File: src/rtl/alu_pkg.sv
// Shared widths and types for the operand-fetch stage and the ALU function units.
package alu_pkg;

    localparam int unsigned DATA_W   = 16;
    localparam int unsigned ADDR_W   = 4;
    localparam int unsigned NUM_REGS = 2 ** ADDR_W;

    typedef logic [ADDR_W-1:0] reg_addr_t;
    typedef logic [DATA_W-1:0] word_t;

endpackage

File: src/rtl/regfile_core.sv
// Register storage: one synchronous write port, two asynchronous read ports, R0 reads as zero.
module regfile_core
    import alu_pkg::*;
#(
    parameter int unsigned DATA_W = alu_pkg::DATA_W,
    parameter int unsigned ADDR_W = alu_pkg::ADDR_W
) (
    input  logic              clk,
    input  logic              rst_n,
    input  logic              wr_en,
    input  logic [ADDR_W-1:0] wr_addr,
    input  logic [DATA_W-1:0] wr_data,
    input  logic [ADDR_W-1:0] rd_addr_a,
    output logic [DATA_W-1:0] rd_data_a_c,
    input  logic [ADDR_W-1:0] rd_addr_b,
    output logic [DATA_W-1:0] rd_data_b_c
);

    localparam int unsigned DEPTH = 2 ** ADDR_W;

    logic [DATA_W-1:0] mem [DEPTH];

    // Entry 0 is never written, so it stays at its reset value of zero.
    always_ff @(posedge clk or negedge rst_n) begin
        if (!rst_n) begin
            for (int i = 0; i < int'(DEPTH); i++) begin
                mem[i] <= '0;
            end
        end else if (wr_en && (wr_addr != '0)) begin
            mem[wr_addr] <= wr_data;
        end
    end

    always_comb begin
        rd_data_a_c = (rd_addr_a == '0) ? '0 : mem[rd_addr_a];
        rd_data_b_c = (rd_addr_b == '0) ? '0 : mem[rd_addr_b];
    end

endmodule

File: src/rtl/regfile_operand_stage.sv
// Operand-fetch stage: reads two registers per request into a registered ALU operand slot,
// with write-back bypass on accept and operand refresh while the ALU stalls.
module regfile_operand_stage
    import alu_pkg::*;
#(
    parameter int unsigned DATA_W = alu_pkg::DATA_W,
    parameter int unsigned ADDR_W = alu_pkg::ADDR_W
) (
    input  logic              clk,
    input  logic              rst_n,
    input  logic              req_valid,
    output logic              req_ready,
    input  logic [ADDR_W-1:0] rs_a,
    input  logic [ADDR_W-1:0] rs_b,
    output logic              op_valid,
    input  logic              op_ready,
    output logic [DATA_W-1:0] op_a,
    output logic [DATA_W-1:0] op_b,
    input  logic              wb_en,
    input  logic [ADDR_W-1:0] wb_addr,
    input  logic [DATA_W-1:0] wb_data
);

    logic [DATA_W-1:0] rd_a;
    logic [DATA_W-1:0] rd_b;
    logic [ADDR_W-1:0] hold_a;
    logic [ADDR_W-1:0] hold_b;

    logic              accept;
    logic              stall;
    logic              op_valid_nxt;
    logic [DATA_W-1:0] op_a_nxt;
    logic [DATA_W-1:0] op_b_nxt;
    logic [ADDR_W-1:0] hold_a_nxt;
    logic [ADDR_W-1:0] hold_b_nxt;

    regfile_core #(
        .DATA_W (DATA_W),
        .ADDR_W (ADDR_W)
    ) u_core (
        .clk         (clk),
        .rst_n       (rst_n),
        .wr_en       (wb_en),
        .wr_addr     (wb_addr),
        .wr_data     (wb_data),
        .rd_addr_a   (rs_a),
        .rd_data_a_c (rd_a),
        .rd_addr_b   (rs_b),
        .rd_data_b_c (rd_b)
    );

    assign req_ready = !op_valid || op_ready;
    assign accept    = req_valid && req_ready;
    assign stall     = op_valid && !op_ready;

    // Next-state for the operand slot: accept (with bypass), stall refresh, or consume.
    always_comb begin
        op_valid_nxt = op_valid;
        op_a_nxt     = op_a;
        op_b_nxt     = op_b;
        hold_a_nxt   = hold_a;
        hold_b_nxt   = hold_b;

        if (accept) begin
            op_valid_nxt = 1'b1;
            hold_a_nxt   = rs_a;
            hold_b_nxt   = rs_b;
            op_a_nxt     = (wb_en && (rs_a != '0) && (wb_addr == rs_a)) ? wb_data : rd_a;
            op_b_nxt     = (wb_en && (rs_b != '0) && (wb_addr == rs_b)) ? wb_data : rd_b;
        end else if (stall) begin
            if (wb_en && (hold_a != '0) && (wb_addr == hold_a)) begin
                op_a_nxt = wb_data;
            end
            if (wb_en && (hold_b != '0) && (wb_addr == hold_b)) begin
                op_b_nxt = wb_data;
            end
        end else if (op_valid && op_ready) begin
            op_valid_nxt = 1'b0;
        end
    end

    always_ff @(posedge clk or negedge rst_n) begin
        if (!rst_n) begin
            op_valid <= 1'b0;
            op_a     <= '0;
            op_b     <= '0;
            hold_a   <= '0;
            hold_b   <= '0;
        end else begin
            op_valid <= op_valid_nxt;
            op_a     <= op_a_nxt;
            op_b     <= op_b_nxt;
            hold_a   <= hold_a_nxt;
            hold_b   <= hold_b_nxt;
        end
    end

endmodule

File: config.mk
export PLATFORM = sky130hd
export DESIGN_NAME = regfile_operand_stage
export DESIGN_NICKNAME = d
export VERILOG_FILES = /design/src/rtl/alu_pkg.sv /design/src/rtl/regfile_core.sv /design/src/rtl/regfile_operand_stage.sv
export SDC_FILE = /design/constraint.sdc
export NUM_CORES = 1
export LEC_CHECK = 0
export CAP_MARGIN = 20
export CORE_AREA = 4 4 193 195
export CTS_BUF_LIST = sky130_fd_sc_hd__clkbuf_8
export CTS_CLUSTER_DIAMETER = 40
export DETAILED_ROUTE_END_ITERATION = 8
export DIE_AREA = 0 0 197 199
export PLACE_DENSITY = 0.74
export SYNTH_ARGS = -nofsm -noshare
export SYNTH_HDL_FRONTEND = slang
export SYNTH_SLANG_ARGS = --single-unit
File: constraint.sdc
create_clock -name clk -period 1.4 [get_ports clk]
set_input_delay 0.35 -clock clk [delete_from_list [all_inputs] [get_ports clk]]
set_output_delay 0.35 -clock clk [all_outputs]
set_load 0.02 [all_outputs]
==> summary.md, run 1 <==
| Metric | Value |
|---|---|
| Status | `complete, but fails checks` |
| Violated checks | `setup timing` |
| Die width | `197 um` |
| Fraction of synthesized cell area in xor and xnor cells | `0.00772` |
| Final worst slack | `-0.261 ns` |
| Layout Skew | `~0.025 ns` |
| Port bufs | `66` |
| Clock Latency Late Sink | `0.59 ns` |
| CORE AREA | `about 35000 um^2` |
| H-tree levels | `2` |
| Worst vdd ir | `0.859 mV` |
| Number of synthesized flops with an enable pin | `0` |
| Critical path peak fanout | `6` |
| Number of library cell types mapped by synthesis | `35` |
| Gate Count Post-Synth | `between 1k and 1.5k` |
| Tmin final | `1.66 ns` |
| Iteration-0 DRC Markers | `824` |
| Post-synthesis simple-gate area fraction | `0.0459` |
| Chip Height | `199 um` |
| Avg WL per Cell | `~24 um` |
| Crit end category | `flip-flop` |
| CP Class | `flip-flop to flip-flop` |
| # setup viols final | `67` |
| Layout area overhead | `29.7%` |
| Dpl hpwl | `~30 mm` |
| Worst Hold Margin | `approximately 0.20 ns` |
| Adder-cell share of the synthesized area | `0` |
| Vias in the first global route | `around 12k` |
| Fin. Hold Viols | `0` |
| Final wirelength | `roughly 46 mm` |
| Slew Limit Headroom | `0.592` |
| Max Cap Violations | `0` |
| Compound-Gate Fraction of Synth Area | `0.0755` |
| #FFs+latches synth | `slightly below 300` |
| P_leak | `~0.0091 uW` |
| Remaining DRCs | `0` |
| Max-slew violation count | `0` |
| Global-route wire length before repair | `approximately 70 mm` |
| RSZ-0062 raised after global routing | `true` |
| Hold crit path type | `primary input to async pin` |
| CTS buffer count | `51` |
| Clk slew on worst S/H paths | `around 0.06 ns` |
| Io pins | `67` |
| Req. time, crit path | `1.86 ns` |
| Total clock sinks | `slightly below 300` |
| Die area | `around 40000 um^2` |
| Placer congestion estimate | `between 0.8 and 0.9` |
| Initial core utilization | `0.449` |
| Layout cell share with drive strength beyond 1 | `0.524` |
| YS warnings | `0` |
| Post-Syn Area | `around 16000 um^2` |
| Net count after synthesis | `about 1.2k` |
| Tcrit/Tclk final | `1.19` |
| Routed via count | `roughly 11k` |
| Sequential cell area fraction in the yosys report | `0.468` |
| Synth Flop Type | `dfrtp_1` |
| FP Rows | `between 60 and 70` |
| Fin nets | `1420` |
| Total GRT Usage | `0.229` |
| Initial antenna violation count | `0` |
| GRT overflow | `0` |
| Setup TNS | `-8.89 ns` |
| Crit path DAT | `roughly 2.1 ns` |
| Final ANT Viol Nets | `0` |
| Largest family of logic cells by synthesized area | `multiplexers` |
| Via density | `between 6 and 7` |
| Clock buffer depth | `3` |
| DR pass1 iterations | `5` |
| Multiplexer share of the synthesized area | `0.352` |
| Power density over cell area | `1360 nW/um^2` |
| CTS tree | `yes` |
| FILL cells | `2731` |
| # diodes | `0` |
| Avg Cell Area, Syn | `approximately 13 um^2` |
| Async set-reset flop share out of synthesis | `1.00` |
| CP startpoint kind | `flip-flop` |
| Fmax | `about 600 MHz` |
| Clock Root Buffer | `clkbuf_8` |
| Slew @ Worst Pin | `around 0.61 ns` |
| Largest net degree at the start of global routing | `61` |
[stage by stage]
step | std cells | total power, uW | cell area [um^2] | worst slack [ns] | util
finish | 1880 | 28000 | 20600 | -0.261 | 0.582
global route | 1880 | 29100 | 20600 | -0.301 | 0.582
CTS | 1872 | 27800 | 20300 | -0.261 | 0.573
detailed placement | 1774 | 18800 | 18600 | -0.986 | 0.526
global placement | 1774 | 18500 | 18600 | -0.955 | 0.526
floorplan | 1189 | 16100 | 16300 | -0.301 | -
[cells by family (layout without fill, tap and decap cells)]
logic type / count (synthesis) / in the layout
buffers and inverters: 156 / 386
AO/OA/AOI/OAI: 140 / 140
XOR/XNOR: 14 / 14
multiplexers: 440 / 440
AND/OR/NAND/NOR: 142 / 142
flip-flops: 297 / 297
[path summary, 6_finish.rpt]
check,start,end,slack [ns],cells after the start
min,rst_n,u_core.mem[67],0.20,2
min in group clk,rs_b[1],hold_b[1],0.23,3
min reg2reg,u_core.mem[255],u_core.mem[255],0.41,0
max,hold_b[0],op_b[7],-0.26,7
max in group asynchronous,rst_n,op_a[9],0.56,4
max reg2reg,hold_b[0],op_b[7],-0.26,7
[cell usage in the layout, fill, tap and decap left out, drive strengths merged]
cell,n
nand2b,38
nand2,36
a22oi,32
a21oi,4
dlygate4sd2,2
inv,40
nor3b,1
xnor2,14
o221ai,32
dfrtp,297
o41ai,2
clkinvlp,2
and2,4
dlygate4sd3,1
o32ai,2
nand3b,2
nand4,4
or3,5
bufinv,3
a221oi,64
o21ai,2
mux2,248
nand3,1
and3b,1
nor2b,3
clkdlybuf4s15,3
clkbuf,68
mux2i,128
mux4,64
clkdlybuf4s50,20
o21bai,2
buf,243
clkinv,4
nor2,47
[cell usage after synthesis, types with 9 or more instances]
library cell  instances  share of area
inv_1                32         0.0076
mux2_4               20          0.019
xnor2_1              14         0.0077
nand2b_1             38          0.015
nor2_1               38         0.0090
nand2_1              36         0.0085
o221ai_1             32          0.018
a221oi_1             64          0.035
dfrtp_1             297           0.47
nor2_2                9         0.0035
mux2_2              218           0.15
a22oi_1              32          0.015
buf_6                10         0.0071
mux2_1               10         0.0071
mux2i_1             128          0.081
mux4_2               64          0.091
buf_2                38          0.012
clkbuf_1             53          0.013
buf_4                21         0.0099
[power by group]
group	internal, uW	total [uW]	switching (uW)	leakage [uW]
Sequential	10500	11900	1480	0.00368
Combinational	4430	7530	3100	0.00483
Clock	4870	8490	3620	0.000591
[critical path, cell delays in order (launching register included)]
cell and delay [ns]:
dfrtp_2 0.45, o41ai_4 0.34, buf_4 0.19, o32ai_4 0.10, buf_6 0.14, buf_12 0.14
nand2_4 0.07, o221ai_2 0.08
[layout make-up]
type                    count  area (um^2)  area share
clock inverters            17          163     0.00790
clock buffers              68          936      0.0454
repair buffers            269         3030       0.147
well taps                 461          577      0.0280
inverters                  32          120     0.00583
multi-input cells         736         8340       0.405
flip-flops and latches    297         7440       0.361
[sequential cells by signal, indices dropped and copies added (netlist names)]
signal      count
u_core.mem    256
op_a           16
op_b           16
hold_a          4
hold_b          4
op_valid        1
[metal layers]
layer | GRT usage | routed length, um
met1 | 0.314 | 19500
met2 | 0.379 | 22100
met3 | 0.0356 | 2630
met4 | 0.0740 | 1480
met5 | 0 | 0
[timing repair]
action | CTS | global route
buffers inserted | 16 | 8
endpoints found under the hold margin | 256 | 0
hold buffers | 1 | 0
gates resized for setup | 297 | 54
setup endpoints to repair | 306 | 99
cloned | 4 | 0
pin swaps | 34 | 10
(Power assumes the default switching activity.)
==> run 2, diff against run 1 <==
SLEW_MARGIN = 10   (was default)
==> results of run 2 <==
The final DEF is identical to that of run 1; final timing and power are the same.
==> run 3, diff against run 2 <==
ABC_CLOCK_PERIOD_IN_PS = 1400   (was default)
CTS_BUF_LIST = default   (was sky130_fd_sc_hd__clkbuf_8)
==> run 3 against run 2 <==
  * The run still ends with setup timing left
  * Cell area grew 3.2%
  * Via count rose by 1.5%
  * Critical path type unchanged
  * Flip-flop and latch count stayed put
==> summary.md, run 3 (same netlist as run 1, synthesis figures left out) <==
| Metric | Value |
|---|---|
| Status | `complete, but fails checks` |
| Violated checks | `setup timing` |
| Power density over cell area | `~1400 nW/um^2` |
| Clock Root Buffer | `clkbuf_16` |
| Placer congestion estimate | `0.896` |
| Final total power | `30400 uW` |
| CP startpoint kind | `flip-flop` |
| Vias in the first global route | `between 10k and 15k` |
| # setup viols final | `57` |
| Layout area overhead | `33.9%` |
| Remaining DRCs | `0` |
| Max-slew violation count | `0` |
| Most frequent cells in the layout | `dfrtp_1, mux2_2, buf_4, mux2i_1, mux4_2` |
| R2R cell count | `6` |
| Req. time, crit path | `approximately 1.8 ns` |
| Largest net degree at the start of global routing | `61` |
| Crit path DAT | `approximately 2.1 ns` |
| DR pass1 iterations | `7` |
| Max Cap Violations | `0` |
| FF+latch area | `~7400 um^2` |
| Worst vdd ir | `~0.97 mV` |
| Initial core utilization | `0.449` |
| Tcrit/Tclk final | `1.21` |
| Final worst slack | `-0.299 ns` |
| Via density | `roughly 6.1` |
| Clock Latency Late Sink | `0.54 ns` |
| CP Class | `flip-flop to flip-flop` |
| FILL cells | `between 2k and 3k` |
| Dpl hpwl | `approximately 30 mm` |
| Total clock sinks | `297` |
| Commonest non-fill, non-tap cell in the layout | `dfrtp_1` |
| Layout cell share with drive strength beyond 1 | `0.560` |
| Tmin final | `approximately 1.7 ns` |
| RSZ-0062 raised after global routing | `true` |
| FP Rows | `69` |
| Routed via count | `about 11k` |
| CTS tree | `yes` |
| CP cell instances | `xnor2_1 -> nand4_1 -> buf_4 -> o21ai_4 -> buf_6 -> o221ai_2` |
| Slew @ Worst Pin | `roughly 0.65 ns` |
| Layout Skew | `between 0.03 and 0.04 ns` |
| P_leak | `0.00942 uW` |
| Largest stage delay, worst path | `0.40 ns` |
| Setup crit start | `hold_b[3]` |
| H-tree levels | `2` |
| Critical path peak fanout | `6` |
| Port bufs | `66` |
| Hold crit path type | `primary input to async pin` |
| Fin. Hold Viols | `0` |
| Die width | `slightly below 200 um` |
| Initial antenna violation count | `0` |
| Flop2flop setup slack | `-0.30 ns` |
| Area of the multi-input gates | `around 8600 um^2` |
| Top Registers | `u_core.mem x256, op_a x16, op_b x16` |
| Clk slew on worst S/H paths | `about 0.060 ns` |
| Slew Limit Headroom | `0.566` |
| Avg WL per Cell | `roughly 26 um` |
| Global-route wire length before repair | `between 70 and 80 mm` |
| Crit end category | `flip-flop` |
| GRT overflow | `0` |
| CTS buffer count | `between 40 and 50` |
| Io pins | `67` |
| Chip Height | `199 um` |
| Slowest CP cell | `dfrtp_1` |
| Max reg flops | `256` |
| Die area | `39200 um^2` |
| Largest Register | `u_core.mem` |
| Total GRT Usage | `0.238` |
| Iteration-0 DRC Markers | `~970` |
| R2R Path Start | `hold_b[3]` |
| # diodes | `0` |
| Fin nets | `roughly 1.4k` |
| Final ANT Viol Nets | `0` |
| Fmax | `between 500 and 600 MHz` |
| Final wirelength | `around 48 mm` |
| Clock buffer depth | `3` |
| CORE AREA | `between 30000 and 40000 um^2` |
| Setup TNS | `-8.20 ns` |
## run 3: layout make-up
cell class	count	area share
clock buffers	49	0.0530
well taps	461	0.0271
clock inverters	23	0.0124
flip-flops and latches	297	0.350
inverters	32	0.00565
repair buffers	277	0.146
multi-input cells	736	0.406
## run 3: per-layer routing
| layer | track usage | wire (um) | vias up |
|---|---|---|---|
| li1 | - | - | 4868 |
| met1 | 0.305 | 19300 | 5975 |
| met2 | 0.393 | 23500 | 503 |
| met3 | 0.0557 | 3360 | 122 |
| met4 | 0.0989 | 1900 | 0 |
| met5 | 0 | 0 | - |
## run 3: worst paths after layout
path	endpoint
min in group clk	hold_b[1]
worst max register to register	op_b[2]
max in group asynchronous	u_core.mem[38]
worst min register to register	u_core.mem[245]
worst min-delay path	u_core.mem[3]
worst max-delay path	op_b[2]
## run 3: per-stage QoR
| step | hold WS, ns | util | cell area, um^2 | instances | setup WS (ns) |
|---|---|---|---|---|---|
| floorplan | 0.0544 | - | 16300 | 1189 | -0.301 |
| global placement | 0.210 | 0.526 | 18600 | 1774 | -0.955 |
| detailed placement | 0.214 | 0.526 | 18600 | 1774 | -0.986 |
| CTS | 0.252 | 0.590 | 20900 | 1868 | -0.246 |
| global route | 0.267 | 0.601 | 21300 | 1875 | -0.332 |
| finish | 0.259 | 0.601 | 21300 | 1875 | -0.299 |
## run 3: power by group
group | switching [uW] | total, uW | leakage (uW) | internal [uW]
Combinational | 3330 | 7890 | 0.00507 | 4570
Clock | 4150 | 10600 | 0.000675 | 6400
Sequential | 1520 | 12000 | 0.00368 | 10500
## run 3: critical path, delay by kind of cell (launching register included)
kind | cells | cell delay (ns)
AO/OA/AOI/OAI | 2 | 0.35
XOR/XNOR | 1 | 0.24
buffers and inverters | 2 | 0.39
flip-flops | 1 | 0.40
AND/OR/NAND/NOR | 1 | 0.19
## run 3: repair_timing
| item | in CTS | in global routing |
|---|---|---|
| hold endpoints to repair | 156 | 0 |
| gates resized for setup | 343 | 81 |
| hold buffers | 1 | 0 |
| cloned | 7 | 0 |
| setup endpoints to repair | 306 | 108 |
| pin swaps | 44 | 48 |
| buffers inserted | 20 | 15 |
